### src/rtl/sha256_digest_collector.sv
// ============================================================================
// sha256_digest_collector : packs a byte-serial SHA-256 digest into 8 words,
// flags completion / gap timeout; SHA_DIGEST_CMP_EN enables expected compare.
// Rev 1.0
// ============================================================================
`default_nettype none

module sha256_digest_collector #(
  parameter int unsigned GAP_LIMIT = 16,
  parameter int unsigned CNT_W     = 8
) (
  input  logic        clk,
  input  logic        reset_n,
  input  logic        clear,
  input  logic [7:0]  hash_byte_in,
  input  logic        hash_valid_in,
  input  logic [2:0]  rd_addr,
  output logic [31:0] rd_data,
  input  logic        exp_wr_en,
  input  logic [2:0]  exp_wr_addr,
  input  logic [31:0] exp_wr_data,
  output logic        busy,
  output logic        digest_done,
  output logic        match,
  output logic        timeout_err
);

  localparam logic [CNT_W-1:0] GAP_MAX = CNT_W'(GAP_LIMIT);

  typedef enum logic [1:0] {
    S_IDLE    = 2'd0,
    S_COLLECT = 2'd1,
    S_CHECK   = 2'd2,
    S_DONE    = 2'd3
  } state_e;

  state_e           state_q, state_d;
  logic [5:0]       byte_cnt_q, byte_cnt_d;
  logic [CNT_W-1:0] gap_cnt_q, gap_cnt_d;
  logic             timeout_q, timeout_d;
  logic             match_q, match_d;
  logic [31:0]      words_q [8];

  logic             w_store;
  logic [4:0]       w_idx;
  logic             w_cmp_eq;
  logic [CNT_W-1:0] w_gap_inc;

  assign w_gap_inc = gap_cnt_q + CNT_W'(1);

  always_ff @(posedge clk or negedge reset_n) begin
    if (!reset_n) begin
      state_q    <= S_IDLE;
      byte_cnt_q <= '0;
      gap_cnt_q  <= '0;
      timeout_q  <= 1'b0;
      match_q    <= 1'b0;
    end else begin
      state_q    <= state_d;
      byte_cnt_q <= byte_cnt_d;
      gap_cnt_q  <= gap_cnt_d;
      timeout_q  <= timeout_d;
      match_q    <= match_d;
    end
  end

  always_comb begin
    state_d    = state_q;
    byte_cnt_d = byte_cnt_q;
    gap_cnt_d  = gap_cnt_q;
    timeout_d  = timeout_q;
    match_d    = match_q;
    w_store    = 1'b0;
    w_idx      = byte_cnt_q[4:0];
    if (clear) begin
      state_d    = S_IDLE;
      byte_cnt_d = '0;
      gap_cnt_d  = '0;
      timeout_d  = 1'b0;
      match_d    = 1'b0;
    end else begin
      unique case (state_q)
        S_IDLE, S_DONE: begin
          if (hash_valid_in) begin
            state_d    = S_COLLECT;
            w_store    = 1'b1;
            w_idx      = 5'd0;
            byte_cnt_d = 6'd1;
            gap_cnt_d  = '0;
            match_d    = 1'b0;
          end
        end
        S_COLLECT: begin
          if (hash_valid_in) begin
            w_store    = 1'b1;
            byte_cnt_d = byte_cnt_q + 6'd1;
            gap_cnt_d  = '0;
            if (byte_cnt_q == 6'd31) state_d = S_CHECK;
          end else if (w_gap_inc == GAP_MAX) begin
            // Stalled stream: abandon the partial digest
            state_d    = S_IDLE;
            byte_cnt_d = '0;
            gap_cnt_d  = '0;
            timeout_d  = 1'b1;
          end else begin
            gap_cnt_d  = w_gap_inc;
          end
        end
        S_CHECK: begin
          state_d = S_DONE;
          match_d = w_cmp_eq;
        end
        default: state_d = S_IDLE;
      endcase
    end
  end

  // Byte k lands in word k/4, most significant byte first
  always_ff @(posedge clk or negedge reset_n) begin
    if (!reset_n) begin
      for (int i = 0; i < 8; i++) words_q[i] <= '0;
    end else if (w_store) begin
      unique case (w_idx[1:0])
        2'd0: words_q[w_idx[4:2]][31:24] <= hash_byte_in;
        2'd1: words_q[w_idx[4:2]][23:16] <= hash_byte_in;
        2'd2: words_q[w_idx[4:2]][15:8]  <= hash_byte_in;
        default: words_q[w_idx[4:2]][7:0] <= hash_byte_in;
      endcase
    end
  end

`ifdef SHA_DIGEST_CMP_EN
  logic [31:0] exp_q [8];

  always_ff @(posedge clk or negedge reset_n) begin
    if (!reset_n) begin
      for (int i = 0; i < 8; i++) exp_q[i] <= '0;
    end else if (exp_wr_en) begin
      exp_q[exp_wr_addr] <= exp_wr_data;
    end
  end

  always_comb begin
    w_cmp_eq = 1'b1;
    for (int i = 0; i < 8; i++) begin
      if (words_q[i] != exp_q[i]) w_cmp_eq = 1'b0;
    end
  end
`else
  logic w_unused_exp;
  assign w_unused_exp = ^{exp_wr_en, exp_wr_addr, exp_wr_data};
  assign w_cmp_eq     = 1'b0;
`endif

  assign rd_data     = words_q[rd_addr];
  assign busy        = (state_q == S_COLLECT) || (state_q == S_CHECK);
  assign digest_done = (state_q == S_DONE);
  assign match       = match_q;
  assign timeout_err = timeout_q;

endmodule

`default_nettype wire

### config.mk
export PLATFORM = sky130hd
export DESIGN_NAME = sha256_digest_collector
export DESIGN_NICKNAME = d
export VERILOG_FILES = /design/src/rtl/sha256_digest_collector.sv
export SDC_FILE = /design/constraint.sdc
export NUM_CORES = 1
export LEC_CHECK = 0
export ABC_AREA = 1
export ABC_CLOCK_PERIOD_IN_PS = 3900
export CAP_MARGIN = 0
export CELL_PAD_IN_SITES_DETAIL_PLACEMENT = 1
export CELL_PAD_IN_SITES_GLOBAL_PLACEMENT = 2
export CORE_MARGIN = 2
export CORE_UTILIZATION = 35
export CTS_CLUSTER_DIAMETER = 30
export DETAILED_ROUTE_END_ITERATION = 6
export PLACE_DENSITY_LB_ADDON = 0.1
export SLEW_MARGIN = 20
export SYNTH_ARGS = -nofsm -noshare
export SYNTH_HDL_FRONTEND = slang
export SYNTH_SLANG_ARGS = --single-unit
### constraint.sdc
create_clock -name clk -period 3.9 [get_ports clk]
set_clock_uncertainty 0.15 [all_clocks]
set_input_delay 0.78 -clock clk [delete_from_list [all_inputs] [get_ports clk]]
set_output_delay 0.78 -clock clk [all_outputs]
set_load 0.02 [all_outputs]
* Yosys cells after proc, flatten, opt, wreduce, memory -nomap -nowiden
Cells that the tools add are included.
** Cells by class
- Add/subtract/negate cells :: 2
- Multiply operators :: 0
- Div/mod/pow operators :: 0
- Order comparisons :: 3
- Eq/ne operators :: 11
- Shifts and indexed selects :: 0
- Muxes and demuxes :: 45
- Bitwise logic cells :: 2
- Reductions and logical operators :: 15
** Operators with widths (count)
- 256-bit bitwise mux :: 4
- 256-bit one-hot mux with 3 select lines :: 1
- 32-bit demux with 3-bit select :: 4
- 32-bit binary-select mux with 3-bit select :: 1
- 32-bit 2-to-1 mux :: 3
- 8-bit 2-to-1 mux :: 5
- 24-bit 2-to-1 mux :: 1
- 6-bit 2-to-1 mux :: 4
- 16-bit 2-to-1 mux :: 1
- 8-bit one-hot mux with 2 select lines :: 1
- 5-bit 2-to-1 mux :: 3
- 6-bit one-hot mux with 2 select lines :: 1
- 2-bit 2-to-1 mux :: 5
- 1-bit 2-to-1 mux :: 9
- 3-bit AND reduction :: 3
- 8-bit by 1-bit adder with 8-bit output (second input constant) :: 1
- 8-bit by 5-bit equality test with 1-bit output (second input constant) :: 1
- 4-bit >= comparator (second input constant) :: 2
- 4-bit inequality test (second input constant) :: 2
- 3-bit NOT with 4-bit output :: 2
- 6-bit by 1-bit adder with 6-bit output (second input constant) :: 1
- 2-bit equality test (second input constant) :: 3
- 6-bit by 5-bit equality test with 1-bit output (second input constant) :: 1
- 2-bit one-hot mux with 3 select lines :: 1
- other kinds (13) :: 18
** Word-level totals
- Register bits after elaboration :: 274
- Latch bits :: 0
- Memory bits (writable) :: 0
- ROM bits :: 0
- Input port bits :: 51
- Output and inout bits :: 36
- Word-level logic and storage cells :: 91
- Memories :: 0

* Logic depth before layout (Yosys ltp)
- Depth in word-level cells :: 11
- Depth in mapped cells :: 14
- Mapped depth without buffers :: 13

* Least setup slack after synthesis
Ideal clock, no wire load.
- Path kind :: input -> output
- Start :: input port rd_addr[0]
- End :: output port rd_data[13]
- Arrival time :: 2.062 ns
- Required time :: 2.970 ns
- Setup slack :: 0.908 ns
- Cell stages on the path :: 7
- Buffers on the path :: 2
- Path through :: inv_2 clkbuf_1 clkbuf_1 nor2_1 o22ai_1 nor2_1 a31oi_1
** Between the ends
- Longest elaborated chain between the ends :: 4
** Ends and longest elaborated chain
- start: declaration :: line 17 : input logic [2:0] rd_addr,
- 3-bit NOT with 4-bit output (not written as such) :: line 155 : assign rd_data = words_q[rd_addr];
- 32-bit binary-select mux with 3-bit select :: line 155
- 32-bit 2-to-1 mux (not written as such) (2 in a row) :: line 155
- end: declaration :: line 18 : output logic [31:0] rd_data,
No other way between the ends. The select of a mux whose other input is x is not followed.

* Worst setup path after layout
- Start :: input port rd_addr[0]
- End :: output port rd_data[14]
The elaborated chain is that of the path after synthesis.

==> key figures <==
Critical path
  – Critical path buffer and inverter count: 4
  – CP peak stage delay: 0.67 ns
  – Setup Crit Path Kind: in -> out
  – Crit end category: output pin
  – Startpoint types: input port
  – Crit-path max FO: 35
  – Arrival @ worst endpoint: 2.76 ns
  – Critical path, cell by cell: buf_4 -> inv_4 -> buf_12 -> o21ai_0 -> o22ai_1 -> nor2_1 -> a31oi_1 -> clkdlybuf4s50_1
  – Worst Path Required: 2.97 ns
  – CP max stage cell: clkdlybuf4s50_1
  – Crit path max-delay family: buffers and inverters

Clock tree
  – Clock transition at path regs: 0.04 ns
  – CTS tree: built
  – CTS Hold Bufs: 0
  – Clk_lat worst skew: 0.59 ns
  – CTS Buffer Depth: 3
  – Root Buffer: clkbuf_16
  – TritonCTS Buffers: 85
  – H-Tree Depth: 3
  – Post-CTS Setup Bufs: 0
  – Post-CTS sizing: 0
  – Clock Sinks: 273

Floorplanning
  – Area of the core: 37,500 um^2
  – Site Rows: 71
  – Die area: 39,500 um^2
  – Starting density of the core: 0.354
  – DIE HEIGHT: 199 um
  – Die width: 199 um
  – Num ports: 87

Logic synthesis
  – YS warnings: 0
  – Syn Nets: 1,722
  – Seq/Total Area, Yosys: 0.514
  – Avg Cell Area, Syn: 7.98 um^2
  – #FFs+latches synth: 273
  – Yosys cell types: 37
  – Synth Cell Area: 13,300 um^2
  – Post-synth top area share: 0.514
  – Post-Synthesis Cells: 1,664
  – Number of synthesized flops with an enable pin: 0
  – Cell with the most instances after synthesis: nand2_1
  – Ys flop type: dfrtp_1
  – Post-synth top area cell: dfrtp_1
  – FFs w/ async S/R, synth: 1.00
  – Synth top area cells: dfrtp_1 51%, o21ai_0 11%, nand2_1 9.4%
  – Synth cell count leaders: 332 x nand2_1, 292 x o21ai_0, 273 x dfrtp_1

Drt
  – Remaining DRCs: 0
  – Number of DRC markers in iteration 0: 543
  – Final ANT Viol Nets: 0
  – DR vias/cell: 5.13
  – Via count: 11,900
  – Wirelength, routed: 46,700 um
  – Router iterations before antenna repair: 5
  – WL/cell: 20.1 um

Place
  – DP HPWL: 30,000 um
  – Placed instance count: 2,169
  – Port Buf Inserts: 49
  – GP Congestion: 0.786

Cells and area
  – Syn-to-layout area delta: 31.3%
  – # diodes: 0
  – Layout net count: 1,803
  – Final cell count without fillers: 2,320
  – Fillers: 4,410
  – Share of post-route cells with drive strength above 1: 0.139

Timing
  – Worst hold margin: 0.0352 ns
  – Fin. max-slew vios: 0
  – Period utilization: 0.945
  – Setup violators final: 0
  – Measured slew at the worst slew-check pin: 0.728 ns
  – Slew HR: 0.514
  – Period minus WS final: 3.69 ns
  – Fmax: 0.271 GHz
  – Setup TNS: 0 ns
  – RSZ-0062 raised after global routing: false
  – Final hold violation count: 0

Flow run
  – Max-capacitance violation count: 0

Pwr
  – Peak supply drop: 343 uV
  – Leak Pwr: 8.13 nW
  – PD cells: 660 nW/um^2
  – Total power: 11.5 mW

GRT
  – Largest net degree at the start of global routing: 70
  – Vias in the first global route: 12,500
  – Gr usage total: 0.247
  – First-pass GRT wire length: 74,000 um
  – Overflow after GRT: 0
  – Initial antenna violation count: 0

Status
  – Status: completed

Worst hold path
  – Worst hold path class: in -> async
==> power breakdown <==
part           total (mW)  leakage (nW)  internal, mW  switching, mW
clock network        7.04          1.43          5.09           1.95
registers            3.17          3.57          3.04          0.124
logic                1.30          3.13         0.423          0.873
==> cell type report <==
type	instances	area (um^2)	share of cell area
Clock inverter	35	558	0.0320
Timing Repair Buffer	99	1010	0.0581
Multi-Input combinational cell	1172	5570	0.319
Sequential cell	273	6830	0.392
Clock buffer	116	2390	0.137
Inverter	114	435	0.0250
Tap cell	511	639	0.0367
==> through the flow <==
| stage | setup slack [ns] | area (um^2) | util |
|---|---|---|---|
| 2_1_floorplan | 0.908 | 13300 | - |
| 3_3_place_gp | 0.218 | 14500 | 0.386 |
| 3_5_place_dp | 0.205 | 14500 | 0.386 |
| 4_1_cts | 0.193 | 17400 | 0.465 |
| 5_1_grt | 0.109 | 17400 | 0.465 |
| 6_report | 0.215 | 17400 | 0.465 |
==> worst paths after layout <==
| kind | startpoint | endpoint | slack, ns | cells after the start |
|---|---|---|---|---|
| hold reg to reg | register | register | 0.32 | 2 |
| setup / recovery | rd_addr[0] | rd_data[14] | 0.21 | 8 |
| hold / removal | reset_n | async pin | 0.04 | 1 |
| min in group clk | register | register | 0.32 | 2 |
| setup reg to reg | state_q[0] | register | 0.99 | 7 |
| max in group asynchronous | reset_n | async pin | 2.73 | 2 |
==> placed cells by master (no fill, tap or decap), types with 2 or more instances in the layout <==
cell type / Yosys / final
nor2_2: 8 / 8
clkdlybuf4s50_1: 0 / 46
nand3_1: 19 / 19
dfrtp_1: 273 / 273
o21ai_0: 292 / 292
nor2_4: 12 / 12
clkinv_8: 0 / 3
inv_2: 13 / 13
clkinvlp_4: 0 / 5
inv_4: 2 / 3
nand2_8: 2 / 2
o22ai_1: 29 / 29
clkbuf_8: 0 / 13
buf_12: 0 / 12
nand2_4: 10 / 10
inv_1: 98 / 98
a2bb2oi_1: 4 / 4
a21oi_1: 46 / 46
nor3_1: 11 / 11
or2_2: 2 / 2
buf_4: 4 / 39
clkbuf_1: 67 / 17
nand2_2: 11 / 11
nand4_1: 3 / 3
o211ai_1: 16 / 16
ha_1: 7 / 7
bufinv_16: 0 / 13
a31oi_1: 32 / 32
clkbuf_16: 0 / 86
clkinv_2: 0 / 11
nand2_1: 332 / 332
o21ai_1: 87 / 87
nor2_1: 240 / 240
clkinv_4: 0 / 2
o21ai_2: 2 / 2
==> layer usage <==
metal | vias to the layer above | share of wire | routed length (um) | global-route usage
li1 | 5688 | - | - | -
met1 | 5901 | 0.48 | 22400 | 0.339
met2 | 218 | 0.46 | 21400 | 0.391
met3 | 99 | 0.034 | 1600 | 0.0441
met4 | 0 | 0.029 | 1370 | 0.0909
met5 | - | 0 | 0 | 0
==> worst register-to-register path, delay by kind of cell (launching register included) <==
kind | cells | cell delay, ns
AND/OR/NAND/NOR | 3 | 0.93
buffers and inverters | 2 | 0.57
adder cells (fa/ha/maj) | 1 | 0.46
flip-flops | 1 | 0.40
AO/OA/AOI/OAI | 1 | 0.31
==> kinds of logic after synthesis <==
logic type | after synthesis | share of synthesized area
fa+ha+maj | 7 | 0.00659
buf+inv | 219 | 0.0666
xor+xnor | 1 | 0.000659
compound gates | 511 | 0.204
simple gates | 652 | 0.208
other cells | 1 | 0.000282
flops | 273 | 0.514
No activity file was read; power rests on OpenSTA's default activity.
